<file path="src/rtl/cordic_pkg.sv">
// Shared Q5.11 constants, FSM state type and saturating negate for the CORDIC front end.
package cordic_pkg;

  localparam int Q_W       = 16;
  localparam int PI_Q      = 6434;
  localparam int HALF_PI_Q = 3217;
  localparam int TWO_PI_Q  = 12868;

  typedef enum logic [1:0] {IDLE, RUN, DRAIN} state_e;

  // The most negative code has no positive twin; clamp it to the largest positive.
  function automatic logic signed [Q_W-1:0] sat_neg(input logic signed [Q_W-1:0] v);
    return (v == {1'b1, {(Q_W-1){1'b0}}}) ? {1'b0, {(Q_W-1){1'b1}}} : -v;
  endfunction

endpackage

</file>
<file path="src/rtl/cordic_quadrant_fold.sv">
// Folds (x, y, t) into |theta| <= pi/2 by negating the sample and shifting the angle by pi.
module cordic_quadrant_fold import cordic_pkg::*; #(
  parameter int WIDTH     = Q_W,
  parameter int PI_V      = cordic_pkg::PI_Q,
  parameter int HALF_PI_V = cordic_pkg::HALF_PI_Q
)(
  input  logic signed [WIDTH-1:0] x,
  input  logic signed [WIDTH-1:0] y,
  input  logic signed [WIDTH-1:0] t,
  output logic signed [WIDTH-1:0] x_fold,
  output logic signed [WIDTH-1:0] y_fold,
  output logic signed [WIDTH-1:0] theta,
  output logic                    folded
);

  always_comb begin
    x_fold = x;
    y_fold = y;
    theta  = t;
    folded = 1'b0;
    if (t > HALF_PI_V) begin
      x_fold = sat_neg(x);
      y_fold = sat_neg(y);
      theta  = WIDTH'(t - PI_V);
      folded = 1'b1;
    end else if (t < -HALF_PI_V) begin
      x_fold = sat_neg(x);
      y_fold = sat_neg(y);
      theta  = WIDTH'(t + PI_V);
      folded = 1'b1;
    end
  end

endmodule

</file>
<file path="src/rtl/cordic_prerotator.sv">
// Framed phase accumulator + quadrant fold feeding the CORDIC rotator through a registered
// valid/ready stage. CORDIC_PREROT_STATS_EN adds a per-frame fold counter output.
module cordic_prerotator import cordic_pkg::*; #(
  parameter int WIDTH     = 16,
  parameter int CNT_W     = 10,
  parameter int PI_Q      = cordic_pkg::PI_Q,
  parameter int HALF_PI_Q = cordic_pkg::HALF_PI_Q
)(
  input  logic                    clk,
  input  logic                    rst,
  input  logic                    start,
  input  logic [CNT_W-1:0]        frame_len,
  input  logic signed [WIDTH-1:0] phase_init,
  input  logic signed [WIDTH-1:0] phase_inc,
  input  logic                    in_valid,
  output logic                    in_ready,
  input  logic signed [WIDTH-1:0] x_in,
  input  logic signed [WIDTH-1:0] y_in,
  output logic                    out_valid,
  input  logic                    out_ready,
  output logic signed [WIDTH-1:0] x_out,
  output logic signed [WIDTH-1:0] y_out,
  output logic signed [WIDTH-1:0] theta_out,
  output logic                    busy,
  output logic                    done
`ifdef CORDIC_PREROT_STATS_EN
  , output logic [15:0]           fold_cnt
`endif
);

  state_e                  state, state_nxt;
  logic [CNT_W-1:0]        remaining;
  logic signed [WIDTH-1:0] acc, inc;
  logic signed [WIDTH:0]   sum, wrapped;
  logic signed [WIDTH-1:0] fx, fy, ft;
  logic                    folded, accept, hs, last, launch;

  assign in_ready = (state == RUN) && (!out_valid || out_ready);
  assign accept   = in_valid && in_ready;
  assign hs       = out_valid && out_ready;
  assign last     = (remaining == CNT_W'(1));
  assign launch   = (state == IDLE) && start;
  assign busy     = (state != IDLE);

  // One extra bit so the sum of two in-range phases cannot overflow before wrapping.
  always_comb begin
    sum     = (WIDTH+1)'(acc) + (WIDTH+1)'(inc);
    wrapped = sum;
    if (sum >= (WIDTH+1)'(PI_Q))
      wrapped = sum - (WIDTH+1)'(2*PI_Q);
    else if (sum < -(WIDTH+1)'(PI_Q))
      wrapped = sum + (WIDTH+1)'(2*PI_Q);
  end

  cordic_quadrant_fold #(
    .WIDTH(WIDTH), .PI_V(PI_Q), .HALF_PI_V(HALF_PI_Q)
  ) u_fold (
    .x(x_in), .y(y_in), .t(acc),
    .x_fold(fx), .y_fold(fy), .theta(ft), .folded(folded)
  );

  always_ff @(posedge clk or posedge rst) begin
    if (rst) state <= IDLE;
    else     state <= state_nxt;
  end

  always_comb begin
    state_nxt = state;
    case (state)
      IDLE:    if (start)          state_nxt = RUN;
      RUN:     if (accept && last) state_nxt = DRAIN;
      DRAIN:   if (hs)             state_nxt = IDLE;
      default:                     state_nxt = IDLE;
    endcase
  end

  always_ff @(posedge clk or posedge rst) begin
    if (rst) begin
      acc       <= '0;
      inc       <= '0;
      remaining <= '0;
      out_valid <= 1'b0;
      x_out     <= '0;
      y_out     <= '0;
      theta_out <= '0;
      done      <= 1'b0;
    end else begin
      done <= (state == DRAIN) && hs;
      if (launch) begin
        acc       <= phase_init;
        inc       <= phase_inc;
        remaining <= (frame_len == '0) ? CNT_W'(1) : frame_len;
      end else if (accept) begin
        acc       <= wrapped[WIDTH-1:0];
        remaining <= remaining - CNT_W'(1);
      end
      // A reload wins over a same-cycle handshake so back-to-back samples keep out_valid high.
      if (accept) begin
        out_valid <= 1'b1;
        x_out     <= fx;
        y_out     <= fy;
        theta_out <= ft;
      end else if (hs) begin
        out_valid <= 1'b0;
      end
    end
  end

`ifdef CORDIC_PREROT_STATS_EN
  always_ff @(posedge clk or posedge rst) begin
    if (rst)                                       fold_cnt <= '0;
    else if (launch)                               fold_cnt <= '0;
    else if (accept && folded && fold_cnt != 16'hFFFF) fold_cnt <= fold_cnt + 16'd1;
  end
`else
  logic unused_folded;
  assign unused_folded = folded;
`endif

endmodule

</file>
<file path="config.mk">
export PLATFORM = sky130hd
export DESIGN_NAME = cordic_prerotator
export DESIGN_NICKNAME = d
export VERILOG_FILES = /design/src/rtl/cordic_pkg.sv /design/src/rtl/cordic_quadrant_fold.sv /design/src/rtl/cordic_prerotator.sv
export SDC_FILE = /design/constraint.sdc
export NUM_CORES = 1
export LEC_CHECK = 0
export CAP_MARGIN = 20
export CELL_PAD_IN_SITES_DETAIL_PLACEMENT = 1
export CELL_PAD_IN_SITES_GLOBAL_PLACEMENT = 2
export CORE_MARGIN = 5
export CORE_UTILIZATION = 34
export CTS_BUF_LIST = sky130_fd_sc_hd__clkbuf_2 sky130_fd_sc_hd__clkbuf_4 sky130_fd_sc_hd__clkbuf_8
export DETAILED_ROUTE_END_ITERATION = 6
export HOLD_SLACK_MARGIN = 0.03
export PLACE_DENSITY_LB_ADDON = 0.1
export RECOVER_POWER = 100
export SYNTH_ARGS = -nofsm -noshare
export SYNTH_HDL_FRONTEND = slang
export SYNTH_HIERARCHICAL = 1
export SYNTH_SLANG_ARGS = --single-unit
export TNS_END_PERCENT = 50
</file>
<file path="constraint.sdc">
create_clock -name clk -period 7.39 [get_ports clk]
set_input_delay 1.478 -clock clk [delete_from_list [all_inputs] [get_ports clk]]
set_output_delay 1.478 -clock clk [all_outputs]
set_load 0.05 [all_outputs]
</file>
Word-level counts from Yosys, hierarchy flattened --
Index checks and enable logic that the tools add are counted.
Storage, ports and cells: bits of input ports 79, register bits 94, output and inout bits 52
Cells by class: reduce and logical (&&, ||, !) cells 14, add/subtract/negate cells 8, eq/ne operators 8, mux-type cells 21, magnitude comparators 4
Operators with widths (number):
- 16-bit 2-to-1 mux | 12
- 16-bit == test, second input constant | 2
- 16-bit negator | 2
- 10-bit 2-to-1 mux | 3
- 16-bit by 16-bit adder with 17-bit output | 1
- 17-bit by 14-bit greater-or-equal comparator with 1-bit output, second input constant | 1
- 17-bit by 14-bit less-than comparator with 1-bit output, second input constant | 1
- 16-bit by 14-bit adder with 16-bit output, second input constant | 1
- 16-bit by 15-bit adder with 16-bit output, second input constant | 1
- 16-bit by 13-bit greater-than comparator with 1-bit output, second input constant | 1
- 16-bit by 13-bit less-than comparator with 1-bit output, second input constant | 1
- 16-bit by 14-bit subtractor with 16-bit output, second input constant | 1
- 16-bit by 15-bit subtractor with 16-bit output, second input constant | 1
- 10-bit by 1-bit == test with 1-bit output, second input constant | 1
- 10-bit zero test | 1
- 10-bit by 1-bit subtractor with 10-bit output, second input constant | 1
- 1-bit logical AND | 6
- 2-bit 2-to-1 mux | 3
- 2-bit case mux with 3 select lines | 1
- 2-bit nonzero test | 3
- 2-bit inequality test, second input constant | 2
- 3-bit AND reduction | 1
- 2-bit by 1-bit == test with 1-bit output, second input constant | 1
- 2-bit == test, second input constant | 1
- other kinds (5) | 6

Logic depth before layout (Yosys ltp) --
Gate-level depths: netlist (run 1).
depth in word-level cells 7, mapped depth 13

Hierarchy --
Netlist (run 1), hierarchy kept.
Modules (own cells, without submodules):
- cordic_prerotator | cells an instance 652, instances 1, area each 5580.4 um^2
- cordic_quadrant_fold | cells an instance 294, instances 1, area each 1793.0 um^2

Least setup slack after synthesis (run 1) --
Ideal clock, no wire load.
kind input to output, start in out_ready, end out in_ready, stages 2, path buffers 0, slack 3.563 ns, arrival 2.349 ns, path through inv_1 -> a21oi_1
On the way: word-level cells in the longest chain between the ends 2
RTL lines:
- from (decl) | line cordic_prerotator.sv:20 | input logic out_ready,
- 1-bit logical OR | line cordic_prerotator.sv:38 | assign in_ready = (state == RUN) && (!out_valid || out_ready);
- 1-bit logical AND | line cordic_prerotator.sv:38
- to (decl) | line cordic_prerotator.sv:16 | output logic in_ready,
No other way between the ends.

Worst setup path in the final report (run 1) --
start in out_ready, end reg remaining[4]
On the way: word-level cells in the longest chain between the ends 4
RTL lines:
- 1-bit logical OR | line cordic_prerotator.sv:38
- 1-bit logical AND | line cordic_prerotator.sv:38
- 1-bit logical AND | line cordic_prerotator.sv:39 | assign accept = in_valid && in_ready;
- 2-bit nonzero test (no source line)
- to (signal assigned) | line cordic_prerotator.sv:92 | remaining <= (frame_len == '0) ? CNT_W'(1) : frame_len;
- to (signal assigned) | line cordic_prerotator.sv:95 | remaining <= remaining - CNT_W'(1);
- to (decl) | line cordic_prerotator.sv:32 | logic [CNT_W-1:0] remaining;
No other way between the ends. A chain may end at the register's enable or synchronous reset.

==> metrics.txt, run 1 <==
Hold WC Path Type flop to flop; max cap viols 3; antenna violations before repair 0; multi-input logic area 4604 um^2; Slew @ Worst Pin 3.206 ns; Primary FF master, synth dfrtp_1; Final Hold Viols 0; Die Ht 157.3 um; IO Count 131; worst-path maximum fanout 68; CTS tree built; DRT met1 WL 11.94 mm; Async S/R FF share, synth 100.0%; Final Critical Period 5.117 ns; Syn. warnings 6; Starting Density 34.75%; fin cells 1317; Area growth, synth to finish 23.47%; sequential fraction of the synthesis area 31.90%; row count 53; Die Width 157.3 um; gr usage total 20.43%; H-tree levels 3; ANT cells 0; final hold slack 0.4747 ns; met2 WL post-DR 11.99 mm; RSZ-0062 raised after global routing false; Slew Viols, Final 170; setup TNS 0 ns; clock skew 0.01814 ns; Mapped Avg Cell Area 7.794 um^2; Peak Freq 195.4 MHz; post-CTS setup buffers 0; cell count after placement 1301; Max Root-Sink Buffers 2; met3 WL 850 um; Startpoint Class input pin; Wirelength per Cell 18.98 um; post-synthesis register bit count 94; gr ovfl total 0; Worst-Skew Late Latency 0.39 ns; hpwl dp 18.44 mm; Final Wtd Congestion 0.8696; post-synth cell types 84; Core ar. 21220 um^2; mapped cell area 7373 um^2; DRC Markers 0; Initial DRC Count 294; fraction of layout cells with a size suffix above 1 5.278%; Routed Antenna Nets 0; number of nets produced by synthesis 1050; vias 7404; failing checks capacitance limit, slew limit; DR vias/cell 5.622; final setup violating endpoints 0; Mapped Cells 946; period utilization 69.24%; Routed Wire Length 25.00 mm; root buffer cell clkbuf_8; CTS clk-pin slew, worst paths 0.10 ns; Critical Path AT 5.38 ns; CP Class input pin to flop; input/output buffers 130; Post-layout nets 1141; EDFF count, synth 0; clk sink count 94; hold-fix buffers at CTS 0; Setup crit end kind flop; Die Area 24730 um^2; Highest Signal Layer met4; WP data required 7.65 ns; pin count of the biggest net entering global routing 69; flip-flop and latch area 2352 um^2; Final Core Density 42.90%; Slew Limit Headroom -113.8%; number of global-route vias before repair 7696; global-route wire length before repair 40.97 mm; post-CTS sizing 0; Num CTS Buffers 9; Fill cells 2586; first drt pass iteration count 4; status finished with violations
per-layer routing:
layer | GRT usage [%] | vias to the layer above
li1 | - | 3641
met1 | 27.79 | 3638
met2 | 34.85 | 108
met3 | 2.832 | 17
met4 | 4.179 | 0
met5 | 0 | -
sequential cells by signal (all words and copies together), names as in the netlist:
name and cells:
done 1, inc 16, out_valid 1, x_out 16
remaining 10, acc 16, theta_out 16, y_out 16
state 2
path summary, 6_finish.rpt:
path	start	end	slack, ns	depth (start not counted)
worst max register to register	acc[0]	acc[14]	3.20	11
max in group asynchronous	rst	acc[0]	3.94	3
worst min-delay path	theta_out[13]	theta_out[13]	0.47	2
worst min register to register	theta_out[13]	theta_out[13]	0.47	2
worst max-delay path	out_ready	remaining[4]	2.27	9
min in group asynchronous	rst	theta_out[8]	1.97	2
through the flow:
step           worst slack (ns)  cell area [um^2]
3_3_place_gp              2.821              8837
2_1_floorplan             3.463              7373
5_1_grt                   1.751              9104
6_report                  2.273              9104
4_1_cts                   2.771              9112
3_5_place_dp              2.781              8837
synth_stat cells (all sizes together) (15+ instances only):
cell / instances / area share, %
a21oi: 29 / 2.0
a22oi: 24 / 2.4
a2bb2oi: 16 / 1.9
buf: 26 / 2.0
clkbuf: 36 / 1.8
dfrtp: 94 / 32
ha: 24 / 4.1
inv: 37 / 1.9
nand2: 250 / 13
nand3: 22 / 1.5
nor2: 44 / 2.2
nor3: 19 / 1.4
o21ai: 35 / 2.4
o22ai: 20 / 1.7
xnor2: 15 / 1.8
placed cells by master, fill, tap and decap left out, types with 7 or more instances in the layout:
| master | instances |
|---|---|
| a211o_1 | 7 |
| a211oi_1 | 13 |
| a21o_1 | 14 |
| a21oi_1 | 29 |
| a22o_1 | 9 |
| a22oi_1 | 23 |
| a2bb2oi_1 | 16 |
| a31oi_1 | 13 |
| and2_1 | 7 |
| and3_1 | 8 |
| buf_4 | 10 |
| clkbuf_8 | 10 |
| clkdlybuf4s50_1 | 75 |
| dfrtp_1 | 94 |
| dlygate4sd3_1 | 55 |
| ha_1 | 24 |
| inv_1 | 35 |
| nand2_1 | 249 |
| nand3_1 | 22 |
| nand4_1 | 11 |
| nor2_1 | 44 |
| nor3_1 | 18 |
| nor4_1 | 11 |
| o211ai_1 | 13 |
| o21a_1 | 8 |
| o21ai_0 | 33 |
| o22ai_1 | 20 |
| o31a_1 | 7 |
| o31ai_1 | 14 |
| xnor2_1 | 15 |
| xor2_1 | 13 |
cell type report:
| type | count | share of cell area, % |
|---|---|---|
| Inverter | 38 | 1.581 |
| Tap cell | 275 | 3.780 |
| Timing Repair Buffer | 142 | 15.20 |
| Clock inverter | 6 | 1.512 |
| Multi-Input combinational cell | 752 | 50.58 |
| Clock buffer | 10 | 1.512 |
| Sequential cell | 94 | 25.84 |
cells by family (layout without fill, tap and decap cells):
family,Yosys count,after routing,share of synthesized area [%]
muxes,5,5,0.6958
buffers and inverters,100,196,5.769
xor gates and xnor gates,28,28,3.326
AOI/OAI and AO/OA,279,279,28.76
DFF,94,94,31.90
and+or+nand+nor,415,415,25.20
adders and majority gates,25,25,4.344
worst max-delay path, stage by stage:
cell	delay, ns
dlygate4sd3_1	0.56
inv_1	0.09
a21oi_1	0.10
nand2_2	0.08
clkbuf_1	2.25
nor3_1	0.23
nand2_1	0.32
xor2_1	0.17
o21ai_0	0.09
Power of run 1 is left out: the tool's default activity adds up to more than one toggle a clock period on the data nets, which glitch-free logic cannot reach.
==> run 2: changes to the inputs <==
--- a/config.mk
+++ b/config.mk
@@ -9,7 +9,7 @@
 export CELL_PAD_IN_SITES_DETAIL_PLACEMENT = 1
 export CELL_PAD_IN_SITES_GLOBAL_PLACEMENT = 2
 export CORE_MARGIN = 5
-export CORE_UTILIZATION = 34
+export CORE_UTILIZATION = 29
 export CTS_BUF_LIST = sky130_fd_sc_hd__clkbuf_2 sky130_fd_sc_hd__clkbuf_4 sky130_fd_sc_hd__clkbuf_8
 export DETAILED_ROUTE_END_ITERATION = 6
 export HOLD_SLACK_MARGIN = 0.03
==> constraint.sdc (replaced) <==
create_clock -name clk -period 4.2 [get_ports clk]
set_input_delay 0.84 -clock clk [delete_from_list [all_inputs] [get_ports clk]]
set_output_delay 0.84 -clock clk [all_outputs]
set_load 0.05 [all_outputs]
==> run 2 against run 1 <==
Against the previous run: the flow still finishes with violations (capacitance limit, slew limit); utilization shrank 5.9 points; register-to-register slack lost 2.9 ns; sequential share of layout area shrank 0.53 points; setup slack lost 2.0 ns; worst hold slack gained 0.0019 ns; first-iteration DRC count grew 11%; via count grew 1.6%.
==> metrics.txt, run 2 (synthesized netlist as in run 1, its figures left out) <==
Fill cells 3089; Final WS setup 0.2604 ns; Starting Density 29.37%; Final Critical Period 3.940 ns; input/output buffers 130; CTS clk-pin slew, worst paths 0.12 ns; first drt pass iteration count 4; Slew Viols, Final 54; Peak Freq 253.8 MHz; Setup crit end kind flop; Routed Antenna Nets 0; cell count after placement 1379; Max Root-Sink Buffers 2; post-CTS sizing 0; antenna violations before repair 0; commonest non-fill, non-tap cell in the layout nand2_1; clock skew 0.01314 ns; RSZ-0062 raised after global routing false; DRC Markers 0; DP Worst Slack 0.2420 ns; CTS tree built; max cap viols 1; row count 58; hpwl dp 20.30 mm; CP Class flop to flop; number of global-route vias before repair 7712; hold-fix buffers at CTS 0; DR vias/cell 5.394; Wirelength per Cell 19.34 um; Final Cell Area 9293 um^2; root buffer cell clkbuf_8; status finished with violations; Final Wtd Congestion 0.8742; Area growth, synth to finish 26.03%; commonest cells after routing, fill and taps aside 250 x nand2_1, 94 x dfrtp_1, 75 x clkdlybuf4s50_1; gr usage total 18.70%; post-CTS setup buffers 0; Startpoint Class flop; Post-layout nets 1164; flip-flop and latch area 2352 um^2; Critical Path AT 4.23 ns; Routed Wire Length 26.97 mm; Die Width 169.5 um; global-route wire length before repair 43.23 mm; Post-DP Area 9120 um^2; Num CTS Buffers 9; Slew @ Worst Pin 2.249 ns; vias 7524; fraction of layout cells with a size suffix above 1 6.854%; ANT cells 0; final setup violating endpoints 0; Slew Limit Headroom -50.08%; Core ar. 25110 um^2; multi-input logic area 4594 um^2; WP data required 4.49 ns; Die Area 28710 um^2; setup TNS 0 ns; H-tree levels 3; pin count of the biggest net entering global routing 64; period utilization 93.80%; Final Hold Viols 0; Hold WC Path Type flop to flop; IO Count 131; gr ovfl total 0; failing checks capacitance limit, slew limit; Worst-Skew Late Latency 0.40 ns; Die Ht 169.5 um; Initial DRC Count 327; fin cells 1395; worst-path maximum fanout 15; clk sink count 94
[run 2: changes by cell type in the layout (fill, tap and decap cells not counted), moves of 2 or more]
cell	delta
buf_4	+20
bufinv_16	-3
clkinv_4	+3
buf_12	+2
inv_8	+2
[run 2: area by class of cell]
type / instances / share of cell area (%)
Clock inverter: 7 / 0.9425
Tap cell: 330 / 4.443
Timing Repair Buffer: 165 / 16.99
Inverter: 38 / 1.535
Sequential cell: 94 / 25.31
Clock buffer: 9 / 1.333
Multi-Input combinational cell: 752 / 49.44
[run 2: path summary, 6_finish.rpt]
| check | start | endpoint | slack, ns | cells after the start |
|---|---|---|---|---|
| worst min-delay path | y_out[6] | y_out[6] | 0.48 | 2 |
| min in group asynchronous | rst | acc[10] | 1.64 | 2 |
| worst max-delay path | acc[0] | acc[11] | 0.26 | 11 |
| max in group asynchronous | rst | x_out[15] | 1.26 | 2 |
| worst min register to register | y_out[6] | y_out[6] | 0.48 | 2 |
| worst max register to register | acc[0] | acc[11] | 0.26 | 11 |
[run 2: critical path: stages (launching register included)]
cell and delay (ns):
dfrtp_1 0.45, ha_1 0.26, fa_1 0.41, a211o_1 0.31, a41o_1 0.32, xnor2_1 0.53, o2111ai_1 0.21, a211oi_1 0.32
o311a_4 0.34, a2111oi_4 0.11, o211a_1 0.22, or3_1 0.36
[run 2: through the flow]
stage	hold WS, ns	util (%)
2_1_floorplan	0.4497	-
4_1_cts	0.4893	37.16
3_5_place_dp	0.4618	36.32
5_1_grt	0.5083	37.01
6_report	0.4765	37.01
3_3_place_gp	0.4589	36.32
[run 2: layer usage]
| layer | vias up | track usage [%] | share of wire [%] |
|---|---|---|---|
| met2 | 127 | 31.80 | 48 |
| met5 | - | 0 | 0 |
| met3 | 14 | 2.423 | 3.6 |
| met4 | 0 | 4.060 | 0.97 |
| met1 | 3704 | 25.51 | 47 |
| li1 | 3679 | - | - |
Power of run 2 is left out for the same reason.
